==> config.mk <==
export PLATFORM = sky130hd
export DESIGN_NAME = ce_post
export DESIGN_NICKNAME = d
export VERILOG_FILES = /design/src/rtl/ce_pkg.sv /design/src/rtl/ce_post_fifo.sv /design/src/rtl/ce_post.sv
export SDC_FILE = /design/constraint.sdc
export NUM_CORES = 1
export LEC_CHECK = 0
export ABC_AREA = 1
export ABC_CLOCK_PERIOD_IN_PS = 2100
export CORE_UTILIZATION = 45
export DETAILED_ROUTE_END_ITERATION = 10
export PLACE_DENSITY_LB_ADDON = 0.2
export SETUP_SLACK_MARGIN = 0.4
export SYNTH_ARGS = -nofsm -noshare
export SYNTH_HDL_FRONTEND = slang
export SYNTH_SLANG_ARGS = --single-unit
==> constraint.sdc <==
create_clock -name clk -period 2.1 [get_ports clk]
set_input_delay 0.315 -clock clk [delete_from_list [all_inputs] [get_ports clk]]
set_output_delay 0.315 -clock clk [all_outputs]
set_load 0.1 [all_outputs]
==> src/rtl/ce_pkg.sv <==
// ce_pkg: shared helpers for the CE post-processing block.
//   ce_dw   - width of a CE result: N + M + EXT
//   clog2   - ceiling log2 for elaboration-time sizing
//   sat_hi  - upper clamp bound for an N-bit output (unsigned when relu != 0)
//   sat_lo  - lower clamp bound for an N-bit output (zero when relu != 0)
package ce_pkg;

  function automatic int ce_dw(input int n, input int m, input int ext);
    return n + m + ext;
  endfunction

  function automatic int clog2(input int value);
    int r;
    r = 0;
    for (int i = 0; i < 31; i++) begin
      if ((1 << i) < value) r = i + 1;
    end
    return r;
  endfunction

  function automatic int sat_hi(input int n, input int relu);
    return (relu != 0) ? ((1 << n) - 1) : ((1 << (n - 1)) - 1);
  endfunction

  function automatic int sat_lo(input int n, input int relu);
    return (relu != 0) ? 0 : -(1 << (n - 1));
  endfunction

endpackage

==> src/rtl/ce_post_fifo.sv <==
// ce_post_fifo: first-word fall-through FIFO for post-processed results.
// Pointers are log2(DEPTH)+1 bits and wrap modulo 2*DEPTH; the extra MSB
// distinguishes full from empty.
// Ports:
//   clk, rst        clock, async active-low reset (clears pointers)
//   wr_en_i         write request
//   wr_data_i       write data
//   rd_en_i         read request (ignored when empty)
//   rd_data_o       head data, zero when empty
//   valid_o         FIFO non-empty
//   almost_full_o   occupancy >= DEPTH-2
//   wr_ok_o         write accepted this cycle
//   drop_o          write refused: full with no read in the same cycle
module ce_post_fifo
  import ce_pkg::*;
#(
  parameter int DEPTH = 4,
  parameter int WIDTH = 2
) (
  input  logic             clk,
  input  logic             rst,
  input  logic             wr_en_i,
  input  logic [WIDTH-1:0] wr_data_i,
  input  logic             rd_en_i,
  output logic [WIDTH-1:0] rd_data_o,
  output logic             valid_o,
  output logic             almost_full_o,
  output logic             wr_ok_o,
  output logic             drop_o
);

  localparam int AW = clog2(DEPTH);

  logic [WIDTH-1:0] mem_q [DEPTH];
  logic [AW:0]      wr_ptr_q;
  logic [AW:0]      rd_ptr_q;
  logic [AW:0]      level;
  logic             full;
  logic             empty;
  logic             rd_ok;

  assign empty = (wr_ptr_q == rd_ptr_q);
  assign full  = (wr_ptr_q[AW] != rd_ptr_q[AW]) &&
                 (wr_ptr_q[AW-1:0] == rd_ptr_q[AW-1:0]);

  // A read frees the slot the simultaneous write lands in when full.
  assign rd_ok   = rd_en_i && !empty;
  assign wr_ok_o = wr_en_i && (!full || rd_ok);
  assign drop_o  = wr_en_i && full && !rd_ok;

  assign level         = wr_ptr_q - rd_ptr_q;
  assign almost_full_o = (level >= (AW+1)'(DEPTH - 2));
  assign valid_o       = !empty;
  assign rd_data_o     = empty ? '0 : mem_q[rd_ptr_q[AW-1:0]];

  always_ff @(posedge clk) begin
    if (wr_ok_o) mem_q[wr_ptr_q[AW-1:0]] <= wr_data_i;
  end

  always_ff @(posedge clk or negedge rst) begin
    if (!rst) begin
      wr_ptr_q <= '0;
      rd_ptr_q <= '0;
    end else begin
      if (wr_ok_o) wr_ptr_q <= wr_ptr_q + 1'b1;
      if (rd_ok)   rd_ptr_q <= rd_ptr_q + 1'b1;
    end
  end

endmodule

==> src/rtl/ce_post.sv <==
// ce_post: CE result post-processing. Adds a per-channel bias, shifts
// right arithmetically by SR, saturates to N bits (ReLU or signed) and
// buffers the results in an output FIFO with a frame counter.
// Optional build macro: CE_POST_ROUND_EN selects round-half-up before the
// shift; without it the shift truncates (floor). Latency is the same.
// Ports:
//   clk, rst      clock, async active-low reset
//   d_in          CE result, two's complement, DW bits
//   en_in         d_in/bias valid strobe, one result per cycle
//   bias          per-channel bias, two's complement, BW bits
//   d_out         FIFO head data, N bits
//   out_valid     FIFO non-empty
//   out_ready     consumer accepts d_out when out_valid is high
//   almost_full   FIFO occupancy >= DEPTH-2
//   sat           one-cycle pulse when a clipped result enters the FIFO
//   overflow      sticky: a result was lost to a full FIFO
//   frame_done    one-cycle pulse on the FRAME_LEN-th accepted write
module ce_post
  import ce_pkg::*;
#(
  parameter int N         = 2,
  parameter int M         = 2,
  parameter int EXT       = 15,
  parameter int SR        = 2,
  parameter int RELU      = 1,
  parameter int BW        = 8,
  parameter int DEPTH     = 4,
  parameter int FRAME_LEN = 16
) (
  input  logic                         clk,
  input  logic                         rst,
  input  logic [ce_dw(N, M, EXT)-1:0]  d_in,
  input  logic                         en_in,
  input  logic [BW-1:0]                bias,
  output logic [N-1:0]                 d_out,
  output logic                         out_valid,
  input  logic                         out_ready,
  output logic                         almost_full,
  output logic                         sat,
  output logic                         overflow,
  output logic                         frame_done
);

  localparam int DW  = ce_dw(N, M, EXT);
  localparam int FCW = clog2(FRAME_LEN + 1);
  localparam logic signed [DW+1:0] SAT_HI = (DW+2)'(sat_hi(N, RELU));
  localparam logic signed [DW+1:0] SAT_LO = (DW+2)'(sat_lo(N, RELU));

  // Stage 1: biased sum at DW+1 bits
  logic signed [DW:0] v1_d;
  logic signed [DW:0] v1_q;
  logic               v1_valid_q;

  assign v1_d = $signed({d_in[DW-1], d_in}) +
                $signed({{(DW + 1 - BW){bias[BW-1]}}, bias});

  // Stage 2: optional rounding, shift, clamp. One extra bit keeps the
  // rounding add from wrapping.
  logic signed [DW+1:0] v_ext;
  logic signed [DW+1:0] shifted;
  logic [N-1:0]         s2_data_d;
  logic                 s2_sat_d;
  logic [N-1:0]         s2_data_q;
  logic                 s2_sat_q;
  logic                 s2_valid_q;

`ifdef CE_POST_ROUND_EN
  localparam int RND_SH = (SR > 0) ? SR - 1 : 0;
  localparam logic signed [DW+1:0] RND = (SR > 0) ? ((DW+2)'(1) << RND_SH) : '0;
  assign v_ext = {v1_q[DW], v1_q} + RND;
`else
  assign v_ext = {v1_q[DW], v1_q};
`endif

  assign shifted = v_ext >>> SR;

  // A ReLU clamp of a negative value is not a saturation event.
  always_comb begin
    s2_data_d = shifted[N-1:0];
    s2_sat_d  = 1'b0;
    if (shifted > SAT_HI) begin
      s2_data_d = SAT_HI[N-1:0];
      s2_sat_d  = 1'b1;
    end else if (shifted < SAT_LO) begin
      s2_data_d = SAT_LO[N-1:0];
      s2_sat_d  = (RELU == 0);
    end
  end

  logic           fifo_wr_ok;
  logic           fifo_drop;
  logic [FCW-1:0] frame_cnt_q;
  logic           sat_q;
  logic           overflow_q;
  logic           frame_done_q;

  always_ff @(posedge clk or negedge rst) begin
    if (!rst) begin
      v1_q         <= '0;
      v1_valid_q   <= 1'b0;
      s2_data_q    <= '0;
      s2_sat_q     <= 1'b0;
      s2_valid_q   <= 1'b0;
      frame_cnt_q  <= '0;
      sat_q        <= 1'b0;
      overflow_q   <= 1'b0;
      frame_done_q <= 1'b0;
    end else begin
      v1_valid_q <= en_in;
      if (en_in) v1_q <= v1_d;
      s2_valid_q <= v1_valid_q;
      if (v1_valid_q) begin
        s2_data_q <= s2_data_d;
        s2_sat_q  <= s2_sat_d;
      end
      sat_q        <= fifo_wr_ok && s2_sat_q;
      overflow_q   <= overflow_q || fifo_drop;
      frame_done_q <= 1'b0;
      if (fifo_wr_ok) begin
        if (frame_cnt_q == FCW'(FRAME_LEN - 1)) begin
          frame_cnt_q  <= '0;
          frame_done_q <= 1'b1;
        end else begin
          frame_cnt_q <= frame_cnt_q + 1'b1;
        end
      end
    end
  end

  ce_post_fifo #(
    .DEPTH (DEPTH),
    .WIDTH (N)
  ) u_fifo (
    .clk           (clk),
    .rst           (rst),
    .wr_en_i       (s2_valid_q),
    .wr_data_i     (s2_data_q),
    .rd_en_i       (out_ready),
    .rd_data_o     (d_out),
    .valid_o       (out_valid),
    .almost_full_o (almost_full),
    .wr_ok_o       (fifo_wr_ok),
    .drop_o        (fifo_drop)
  );

  assign sat        = sat_q;
  assign overflow   = overflow_q;
  assign frame_done = frame_done_q;

endmodule
==> impl_metrics.env <==
export IMPL_syn_inst=410
export IMPL_finalHoldViolations=0
export IMPL_register_area_mm2=0.001169
export IMPL_utilization_pct=70.04
export IMPL_drc=4
export IMPL_fin_setup_tns_ns=0
export IMPL_holdWs_ns=0.4187
export IMPL_violations="DRC"
export IMPL_cp_slowest_cell="dfrtp_2"
export IMPL_cts_root_buf="clkbuf_8"
export IMPL_cts_sinks=45
export IMPL_clk_latency_ns=0.29
export IMPL_crit_type="reg -> out"
export IMPL_drt_iter0_markers=103
export IMPL_overflow=0
export IMPL_synth_async_reset_ratio_pct=82.22
export IMPL_endpoint_kind="primary output"
export IMPL_htree_levels=2
export IMPL_core_mm2=0.006422
export IMPL_period_minus_slack_ns=2.018
export IMPL_dr_pass1_iters=7
export IMPL_fin_ws_ns=0.08193
export IMPL_yosysMostFrequentCell="nand2_1"
export IMPL_met2_usage_pct=38.75
export IMPL_syn_cell_area_mm2=0.003042
export IMPL_synth_top_cell_area_share_pct=30.44
export IMPL_die_y_um=84.22
export IMPL_grtUsageTotal_pct=20.29
export IMPL_r2r_end="u_fifo.mem_q[1][1]"
export IMPL_grt_first_pass_wirelength_mm=11.76
export IMPL_dr_total_vias=2946
export IMPL_die_area_mm2=0.007092
export IMPL_synthTopCellsByArea="dfrtp_1, nand2_1, ha_1"
export IMPL_clkTransAtPathRegs_ns=0.09
export IMPL_total_power_mw=4.953
export IMPL_drive_above_1_share_pct=29.49
export IMPL_vias_per_cell=5.150
export IMPL_worst_setup_path_start_kind="flip-flop"
export IMPL_vdd_drop_max_mv=0.5831
export IMPL_die_w_um=84.22
export IMPL_p_leak_nw=2.252
export IMPL_min_period_over_period_pct=96.10
export IMPL_antenna_left=0
export IMPL_syn_area_per_cell_um2=7.419
export IMPL_grt_max_degree=38
export IMPL_use_met1_pct=23.32
export IMPL_yosys_warnings=0
export IMPL_slowest_delay_ns=0.44
export IMPL_setup_viol=0
export IMPL_cp_buffers_inverters=1
export IMPL_synthTopCellsByCount="nand2_1, inv_1, nor2_1"
export IMPL_routabilityCongestion=0.9264
export IMPL_crit_path_max_fanout=2
export IMPL_io_buffer_count=37
export IMPL_synth_largest_area_cell="dfrtp_1"
export IMPL_cp_cell_sequence="ha_4, fa_2, or2_4, nand3_4, buf_12"
export IMPL_rows=29
export IMPL_slew_headroom_pct=68.70
export IMPL_worstMarginPinSlew_ns=0.4695
export IMPL_multi_input_area_mm2=0.002112
export IMPL_post_place_ws_ns=-0.1710
export IMPL_required_ns=1.78
export IMPL_cts_tree="yes"
export IMPL_worstRegToRegCells=7
export IMPL_wl_mm=7.512
export IMPL_n_antenna_cell=0
export IMPL_status="finished with violations"
export IMPL_final_nets=552
export IMPL_globalRouteMet3Util_pct=2.852
export IMPL_clockBufferDepth=2
export IMPL_cts_buffers=5
export IMPL_synth_nets=468
export IMPL_antenna_found_initial=0
export IMPL_ios=38
export IMPL_start_util_pct=47.36
export IMPL_grt_busiest_layer="met2"
export IMPL_max_freq_ghz=0.4955
export IMPL_synth_main_ff_cell="dfrtp_1"
export IMPL_hold_path_depth=0
export IMPL_synth_edf_count=8
export IMPL_critPathTopFamily="adder cells"
export IMPL_grt_pass1_vias=2827
export IMPL_nFillCells=478
export IMPL_r2r_start="u_fifo.rd_ptr_q[1]"
export IMPL_final_max_slew_viol_count=0
export IMPL_cp_arrival_ns=1.70
export IMPL_place_hpwl_mm=5.032
export IMPL_hold_start="v1_valid_q"
export IMPL_drt_wirelength_per_cell_um=13.13
export IMPL_syn_to_final_growth_pct=47.88
export IMPL_min_to="s2_valid_q"
export IMPL_final_setup_skew_ns=0.006267
export IMPL_seq_area_frac_synth_pct=38.34
export IMPL_synthDistinctLibCells=31
export IMPL_rrSetupSlack_ns=0.53
export IMPL_synth_seq_cells=45
export IMPL_powerDensity_mw_per_mm2=1101
export IMPL_hold_class="reg -> reg"
export IMPL_rsz0062_at_grt="true"
export IMPL_maxCapViolCount=0
[flip-flops by register name, summed over array words and instances (netlist names), 2 cells and up]
signal and count:
s2_data_q 2, u_fifo.rd_ptr_q 3, u_fifo.wr_ptr_q 3, v1_q 18, frame_cnt_q 5, u_fifo.mem_q 8
[power by group]
group	switching (mW)	internal (mW)	leakage, nW
Clock	0.292	0.356	0.0543
Combinational	1.79	1.23	1.68
Sequential	0.154	1.13	0.513
Total	2.23	2.72	2.25
[metal layers]
layer  part of all wire, %  routed length (um)
met1                    43                3200
met2                    52                3925
met3                   3.0                 227
met4                   2.1                 159
met5                     0                   0
[layout by cell type, fill, tap and decap left out, types with 6 or more instances in the layout]
| cell type | instances |
|---|---|
| nand2_2 | 19 |
| a21oi_2 | 10 |
| ha_4 | 19 |
| nor2_1 | 32 |
| o21ai_0 | 13 |
| dlymetal6s2s_1 | 20 |
| nand2_1 | 110 |
| buf_4 | 43 |
| nand3_1 | 23 |
| ha_1 | 7 |
| xor2_1 | 7 |
| o21ai_1 | 6 |
| a21oi_1 | 7 |
| inv_1 | 47 |
| edfxtp_1 | 8 |
| clkdlybuf4s50_1 | 9 |
| xnor2_1 | 6 |
| dfrtp_1 | 35 |
| nor2_2 | 9 |
[final cells by class]
cell class | count | area share [%]
Sequential cell | 45 | 25.98
Tap cell | 77 | 2.142
Multi-Input combinational cell | 308 | 46.95
Inverter | 53 | 4.645
Clock inverter | 3 | 1.029
Timing Repair Buffer | 81 | 17.72
Clock buffer | 5 | 1.530
[kinds of logic after synthesis]
kind of cell    Yosys count  synth area share (%)
compound gates           43                 7.446
xor+xnor                 13                 3.743
fa+ha+maj                27                 11.35
buf+inv                  57                 7.610
flops                    45                 38.34
simple gates            225                 31.51
[repair_timing]
item	4_1_cts	5_1_grt
hold buffers	0	0
setup endpoints to repair	26	30
gates resized for setup	30	77
cloned	1	0
setup buffers	10	8
pin swaps	6	20
[worst max-delay path by stage]
stage	startpoint	end	slack (ns)	cells after the start
global placement	bias[7]	v1_q[18]	-0.12	12
CTS	u_fifo.rd_ptr_q[0]	almost_full	0.07	5
finish	u_fifo.rd_ptr_q[0]	almost_full	0.08	5
global route	u_fifo.rd_ptr_q[0]	almost_full	0.03	5
floorplan	u_fifo.rd_ptr_q[1]	d_out[0]	0.17	7
detailed placement	bias[7]	v1_q[14]	-0.17	11
[metrics by stage]
step,cell area [um^2],std cells
final,4498,572
after global routing,4498,572
after CTS,4121,564
after detailed placement,3781,545
after global placement,3781,545
after floorplan,3127,410
No activity file was read; power rests on OpenSTA's default activity.
